==> src/rtl/interval_timer_ctrl.sv <==
// Sequencer for an external T-flip-flop counter: clears it, gates its enable through a
// prescaler, and reports terminal count as a one-shot or auto-reload done pulse.
module interval_timer_ctrl #(
    parameter int WIDTH    = 8,
    parameter int PS_WIDTH = 4
) (
    input  logic                clock,
    input  logic                clear,
    input  logic                start,
    input  logic                stop,
    input  logic                pause,
    input  logic                mode,
    input  logic [WIDTH-1:0]    term_count,
    input  logic [PS_WIDTH-1:0] prescale,
    input  logic [WIDTH-1:0]    count_in,
    output logic                ctr_enable,
    output logic                ctr_clear_n,
    output logic                busy,
    output logic                done
);

    typedef enum logic [1:0] {
        IDLE = 2'd0,
        CLR  = 2'd1,
        RUN  = 2'd2
    } state_t;

    state_t              state_reg, state_next;
    logic [PS_WIDTH-1:0] ps_cnt_reg, ps_cnt_next;
    logic [PS_WIDTH-1:0] ps_reg;
    logic [WIDTH-1:0]    tc_reg;
    logic                mode_reg;
    logic                done_reg, done_next;
    logic                launch;
    logic                tick;
    logic                terminal;

    assign launch   = (state_reg == IDLE) && start && !stop;
    assign tick     = (state_reg == RUN) && (ps_cnt_reg == ps_reg) && !pause;
    // >= rather than == so a count already beyond the target ends the run instead of wrapping
    assign terminal = tick && (count_in >= tc_reg);

    always_comb begin
        state_next  = state_reg;
        ps_cnt_next = ps_cnt_reg;
        done_next   = 1'b0;
        ctr_enable  = 1'b0;
        case (state_reg)
            IDLE: begin
                if (launch) begin
                    state_next = CLR;
                end
            end
            CLR: begin
                ps_cnt_next = '0;
                state_next  = stop ? IDLE : RUN;
            end
            RUN: begin
                if (stop) begin
                    state_next = IDLE;
                end else begin
                    if (!pause) begin
                        ps_cnt_next = tick ? '0 : ps_cnt_reg + 1'b1;
                    end
                    if (terminal) begin
                        done_next  = 1'b1;
                        state_next = mode_reg ? CLR : IDLE;
                    end else if (tick) begin
                        ctr_enable = 1'b1;
                    end
                end
            end
            default: begin
                state_next = IDLE;
            end
        endcase
    end

    always_ff @(posedge clock) begin
        if (clear) begin
            state_reg  <= IDLE;
            ps_cnt_reg <= '0;
            ps_reg     <= '0;
            tc_reg     <= '0;
            mode_reg   <= 1'b0;
            done_reg   <= 1'b0;
        end else begin
            state_reg  <= state_next;
            ps_cnt_reg <= ps_cnt_next;
            done_reg   <= done_next;
            if (launch) begin
                tc_reg   <= term_count;
                ps_reg   <= prescale;
                mode_reg <= mode;
            end
        end
    end

    // The counter is held cleared during reset as well as for the CLR cycle.
    assign ctr_clear_n = !(clear || (state_reg == CLR));
    assign busy        = (state_reg != IDLE);
    assign done        = done_reg;

endmodule

==> config.mk <==
export PLATFORM = sky130hd
export DESIGN_NAME = interval_timer_ctrl
export DESIGN_NICKNAME = d
export VERILOG_FILES = /design/src/rtl/interval_timer_ctrl.sv
export SDC_FILE = /design/constraint.sdc
export NUM_CORES = 1
export LEC_CHECK = 0
export ABC_AREA = 1
export CORE_ASPECT_RATIO = 1.1
export CORE_UTILIZATION = 50
export DETAILED_ROUTE_END_ITERATION = 8
export PLACE_DENSITY = 0.83
export SLEW_MARGIN = 10
export SYNTH_ARGS = -nofsm -noshare
export SYNTH_HDL_FRONTEND = slang
export SYNTH_SLANG_ARGS = --single-unit
==> constraint.sdc <==
create_clock -name clock -period 2 [get_ports clock]
set_clock_uncertainty 0.05 [all_clocks]
set_input_delay 0.3 -clock clock [delete_from_list [all_inputs] [get_ports clock]]
set_output_delay 0.3 -clock clock [all_outputs]
set_load 0.1 [all_outputs]
==> results of run 1 <==
area by class of cell:
cell class,instances,share of cell area [%]
multi-input combinational,101,42.5
sequential,20,25.0
timing repair buffer,36,23.1
inverter,18,4.12
tap,28,2.14
clock inverter,1,1.83
clock buffer,3,1.37
cells by family (layout without fill, tap and decap cells):
| logic type | count (synthesis) | in the layout | share of synthesized area (%) |
|---|---|---|---|
| and+or+nand+nor | 55 | 55 | 23.7 |
| AOI/OAI and AO/OA | 30 | 30 | 14.9 |
| buffers and inverters | 21 | 58 | 7.62 |
| DFF | 20 | 20 | 37.5 |
| adders and majority gates | 9 | 9 | 10.6 |
| xor gates and xnor gates | 7 | 7 | 5.74 |
worst max-delay path: stages:
cell and delay (ps):
clkdlybuf4s50_1 440, ha_4 280, nand2_2 60, nor2_2 140
nand4_1 130, nand3_2 140, nor2_4 50, buf_12 160
cell usage after synthesis:
master / n
nor2_1: 25
dfxtp_1: 20
nand2_1: 18
inv_1: 16
a21oi_1: 14
o21ai_0: 13
ha_1: 9
xnor2_1: 5
nand3_1: 4
buf_2: 2
inv_2: 2
nand2_2: 2
xor2_1: 2
a21o_1: 1
and2_1: 1
clkbuf_1: 1
nand4_1: 1
nor2_2: 1
nor2_4: 1
nor3_4: 1
nor3b_2: 1
o211ai_1: 1
o21ai_2: 1
repair_timing:
| item | CTS | global route |
|---|---|---|
| pin swaps | 11 | 17 |
| setup buffers | 4 | 1 |
| resized for setup | 5 | 30 |
| setup endpoints to repair | 1 | 1 |
| cloned | 0 | 0 |
layer usage:
metal  vias to the layer above  part of all wire [%]
met1                       493                    40
li1                        533                     -
met4                         0                   3.0
met3                         9                   3.8
met5                         -                     0
met2                        33                    53
stage by stage:
step / utilization, % / TNS, ps / cells / cell area (µm²)
2_1_floorplan: - / 0 / 142 / 1080
3_3_place_gp: 71.6 / -167 / 198 / 1430
3_5_place_dp: 71.6 / -179 / 198 / 1430
4_1_cts: 76.7 / -51.0 / 206 / 1530
5_1_grt: 82.0 / -129 / 207 / 1640
6_report: 82.0 / -56.5 / 207 / 1640
path summary, 6_finish.rpt:
kind / from / end / slack, ps / depth (start not counted)
max: count_in[6] / ctr_enable / -60 / 8
min: tc_reg[6] / tc_reg[6] / 440 / 2
max reg2reg: tc_reg[4] / state_reg[1] / 420 / 10
min reg2reg: tc_reg[6] / tc_reg[6] / 440 / 2
power by group through the flow:
stage | Combinational, mW | Sequential (mW) | Clock (mW)
global placement | 0.212 | 0.441 | 0
finish | 0.278 | 0.439 | 0.344
CTS | 0.239 | 0.434 | 0.349
floorplan | 0.130 | 0.439 | 0
global route | 0.301 | 0.441 | 0.365
detailed placement | 0.221 | 0.443 | 0
==> key figures, run 1 <==
Synthesis
  • Synth cell types: 23
  • Syn nets: 177
  • Ys Warns: 0
  • Cell taking the most area after synthesis: dfxtp_1
  • Sequential share of the synthesized area: 37.5%
  • #FFs+latches synth: 20
  • Top cells by area, synth: dfxtp_1 (38%), ha_1 (11%), nor2_1 (8.8%)
  • Synth top area share: 37.5%
  • Mapped Area: 1070 µm²
  • Mapped Cells: 142
  • Avg Cell Area, Syn: 7.52 µm²

Drt
  • DR WL/cell: 14.2 µm
  • 1st-pass router iterations: 4
  • Vias: 1068
  • DRT antenna net count: 0
  • DRC Markers: 0
  • Vias/cell: 5.16
  • Overall routed net length: 2940 µm
  • 1st-iter DRT viols: 26

Timing
  • Final Hold Slack: 442 ps
  • Max Slew Vio Count: 0
  • Final setup viols: 1
  • Worst Tran Pin Value: 372 ps
  • Max Clock Freq: 486 MHz
  • Final hold viol count: 0
  • PnR worst setup slack: -56.5 ps
  • Tcrit/Tclk final: 103%
  • Final min period: 2060 ps
  • Max-slew headroom: 75.2%
  • RSZ-0062 raised after global routing: true

Worst setup path
  • Worst setup SP type: primary input
  • Critical Path Sink Type: primary output
  • WP data required: 1650 ps
  • Crit path kind: primary input to primary output
  • Worst EP arrival: 1710 ps
  • Crit Path Max Fanout: 2

Layout
  • Area of the multi-input gates: 697 µm²
  • Sequential cell area: 409 µm²
  • Area grow syn2layout: 53.6%
  • Layout fillers: 130
  • Layout cells sized above 1: 30.7%
  • Number of flip-flops in the largest register: 8
  • Most frequent cells in the layout: nor2_1 (21), clkdlybuf4s50_1 (19), nand2_1 (14)
  • Ant diodes: 0
  • Commonest non-fill, non-tap cell in the layout: nor2_1
  • Final nets: 215

Run
  • Max-cap violation count: 0

Clock network
  • Inserted Clock Buffers: 3
  • Root buffer cell: clkbuf_4
  • Clk Latency, worst-skew pair: 320 ps
  • Clk sink count: 20
  • Post-CTS Hold Fix Bufs: 0
  • CTS tree: yes
  • Clock transition at the registers of the reported paths: 120 ps
  • Max Buffers Root-to-Sink: 2
  • CTS HTree Levels: 1

Global routing
  • First-pass GRT wire length: 4020 µm
  • Grt ovf: 0
  • Met3 usage: 3.96%
  • Top Usage Layer GRT: met2
  • Met1 global-route usage: 25.1%
  • Grt met2 use: 45.1%
  • Largest net degree at the start of global routing: 18
  • GRT Resource Usage Total: 24.5%
  • Initial antenna violation count: 0
  • Vias in the first global route: 1045

Worst hold path
  • Worst hold-check path type: flop to flop

Floorplanning
  • Num rows: 17
  • Initial Util: 53.4%
  • Die H: 50.5 µm
  • Core Region: 2000 µm²
  • IO Pins: 30
  • Die footprint: 2320 µm²
  • Die width: 46.1 µm

Power and ir drop
  • Comb pwr share: 26.2%
  • Total Power: 1.06 mW
  • Pwr Density: 647 nW/µm²
  • Net Sw Power: 301 µW
  • Clock network power share: 32.5%
  • Pleak: 0.688 nW
  • Power share of the sequential group: 41.3%
  • Peak VDD IR: 0.532 mV
  • P_int: 760 µW
  • Sw Ratio: 28.3%

Outcome
  • Status: complete, but fails checks
  • Failing checks: negative setup slack

Placed design
  • Gpl congestion: 0.827
  • Buffers on Ports: 29
  • Post-place setup slack: -179 ps
  • Hpwl dp: 1760 µm
Note: power is estimated with default switching activity, not from simulation.
==> run 2: changes to the inputs <==
- CORE_MARGIN: default -> 2
- MAX_ROUTING_LAYER: default -> met4
==> run 2 against run 1 <==
Against the previous run:
- core utilization down 2.4 points
- critical endpoint unchanged
- flip-flop and latch count unchanged
- sequential share of layout area up 0.41 points
- critical path type unchanged
- the flow still finishes with violations (negative setup slack)
==> key figures, run 2 (synthesized netlist as in run 1, its figures left out) <==
Clock network
  • Clk Latency, worst-skew pair: 310 ps
  • Root buffer cell: clkbuf_4
  • CTS HTree Levels: 1
  • Inserted Clock Buffers: 3
  • Clk sink count: 20
  • Post-CTS Hold Fix Bufs: 0
  • CTS tree: yes
  • Clock transition at the registers of the reported paths: 110 ps
  • Max Buffers Root-to-Sink: 2

Placed design
  • Hpwl dp: 1880 µm
  • Post-placement cell count: 199
  • DP Area: 1440 µm²
  • Buffers on Ports: 29
  • Gpl congestion: 0.815
  • Post-place setup slack: -200 ps

Timing
  • Worst Tran Pin Value: 369 ps
  • RSZ-0062 raised after global routing: true
  • PnR worst setup slack: -43.1 ps
  • Tcrit/Tclk final: 102%
  • Max-slew headroom: 75.4%
  • Final hold viol count: 0
  • Final setup viols: 1
  • Max Slew Vio Count: 0
  • Final min period: 2040 ps
  • Max Clock Freq: 489 MHz

Global routing
  • Grt ovf: 0
  • Largest net degree at the start of global routing: 15
  • Vias in the first global route: 1073
  • GRT Resource Usage Total: 23.7%
  • First-pass GRT wire length: 4090 µm
  • Initial antenna violation count: 0

Worst setup path
  • Worst setup SP type: primary input
  • Crit path kind: primary input to primary output
  • Critical Path Sink Type: primary output
  • R2r startpoint: tc_reg[4]
  • Worst R2R Path Depth: 9
  • Crit Path Max Fanout: 3
  • WP data required: 1650 ps
  • FF-to-FF setup slack: 460 ps
  • Worst EP arrival: 1690 ps
  • Worst r2r dst: state_reg[1]

Worst hold path
  • Worst hold-check path type: flop to flop
  • Hold Path Stages: 2
  • WHS Endpoint: tc_reg[2]
  • Min-Delay Startpoint: tc_reg[2]

Floorplanning
  • Initial Util: 52.8%
  • Num rows: 17
  • Die H: 52.5 µm
  • Core Region: 2020 µm²
  • Die width: 48.1 µm
  • IO Pins: 30
  • Die footprint: 2520 µm²

Layout
  • Most frequent cells in the layout: nor2_1 (21), clkdlybuf4s50_1 (18), dfxtp_1 (14)
  • Layout cells sized above 1: 31.3%
  • Ant diodes: 0
  • Number of flip-flops in the largest register: 8
  • Commonest non-fill, non-tap cell in the layout: nor2_1
  • Final nets: 212
  • Area grow syn2layout: 50.6%
  • Non-filler instance count after layout: 204
  • Design area: 1610 µm²

Outcome
  • Status: complete, but fails checks
  • Failing checks: negative setup slack

Power and ir drop
  • Net Sw Power: 293 µW
  • Total Power: 958 µW
  • P_int: 666 µW
  • Sw Ratio: 30.6%
  • Power share of the sequential group: 45.7%
  • Clock network power share: 25.4%
  • Peak VDD IR: 0.496 mV
  • Pwr Density: 596 nW/µm²
  • Pleak: 0.647 nW
  • Comb pwr share: 28.9%

Drt
  • DRC Markers: 0
  • 1st-pass router iterations: 4
  • Overall routed net length: 2910 µm
  • DRT antenna net count: 0
  • Vias: 1072
  • Vias/cell: 5.25
  • 1st-iter DRT viols: 29
  • DR WL/cell: 14.3 µm

Run
  • Max-cap violation count: 0
-- run 2: cell types whose count changed in the layout (fill, tap and decap cells not counted), moves of 2 or more --
cell            before  now
nand2_1             14   12
buf_4                8    5
dlygate4sd2_1        2    6
nand2_2              6    8
dlymetal6s2s_1       4    1
-- run 2: power groups by stage --
stage | clock network [mW] | registers, mW | logic [mW]
after floorplan | 0 | 0.439 | 0.130
after global placement | 0 | 0.441 | 0.214
after detailed placement | 0 | 0.443 | 0.223
after CTS | 0.242 | 0.436 | 0.246
after global routing | 0.260 | 0.440 | 0.302
final | 0.244 | 0.438 | 0.277
-- run 2: cell type report --
| cell class | instances | area [µm²] |
|---|---|---|
| sequential | 20 | 408 |
| tap | 28 | 35.0 |
| timing repair buffer | 33 | 343 |
| clock buffer | 4 | 36.3 |
| multi-input combinational | 101 | 718 |
| fill | 123 | 413 |
| inverter | 18 | 67.6 |
-- run 2: critical path, cell delays in order --
cell	delay (ps)
clkdlybuf4s50_1	400
ha_1	280
nand2_2	60
nor2_4	120
nand4_1	170
nand3_4	140
nor2_4	50
buf_12	160
-- run 2: what timing repair did --
| item | 4_1_cts | 5_1_grt |
|---|---|---|
| pin swaps | 13 | 14 |
| buffers inserted | 0 | 1 |
| setup endpoints to repair | 1 | 1 |
| gates resized for setup | 23 | 18 |
-- run 2: metrics by stage --
stage / setup TNS, ps / util, % / hold slack [ps]
2_1_floorplan: 0 / - / 319
3_3_place_gp: -130 / 71.2 / 394
3_5_place_dp: -200 / 71.2 / 405
4_1_cts: -32.0 / 76.5 / 419
5_1_grt: -155 / 79.6 / 456
6_report: -43.1 / 79.6 / 439
-- run 2: layer usage --
metal / wire length [µm] / track usage [%] / vias up
met2: 1610 / 44.0 / 46
li1: - / - / 527
met4: 80 / 11.3 / 0
met1: 1070 / 21.5 / 489
met3: 141 / 5.17 / 10
met5: 0 / - / -
-- run 2: worst max path at each step --
stage	startpoint	endpoint	slack, ps	cells past startpoint
final	count_in[4]	ctr_enable	-40	8
after global routing	tc_reg[7]	ctr_enable	-160	7
after CTS	tc_reg[5]	ctr_enable	-30	8
after detailed placement	count_in[5]	ctr_enable	-200	8
after global placement	count_in[5]	ctr_enable	-130	8
after floorplan	tc_reg[7]	ctr_enable	130	6
==> run 3: changes to the inputs <==
- CAP_MARGIN: default -> 10
- CTS_CLUSTER_DIAMETER: default -> 40
==> results of run 3 <==
The final DEF is identical to that of run 2; final timing and power are the same.
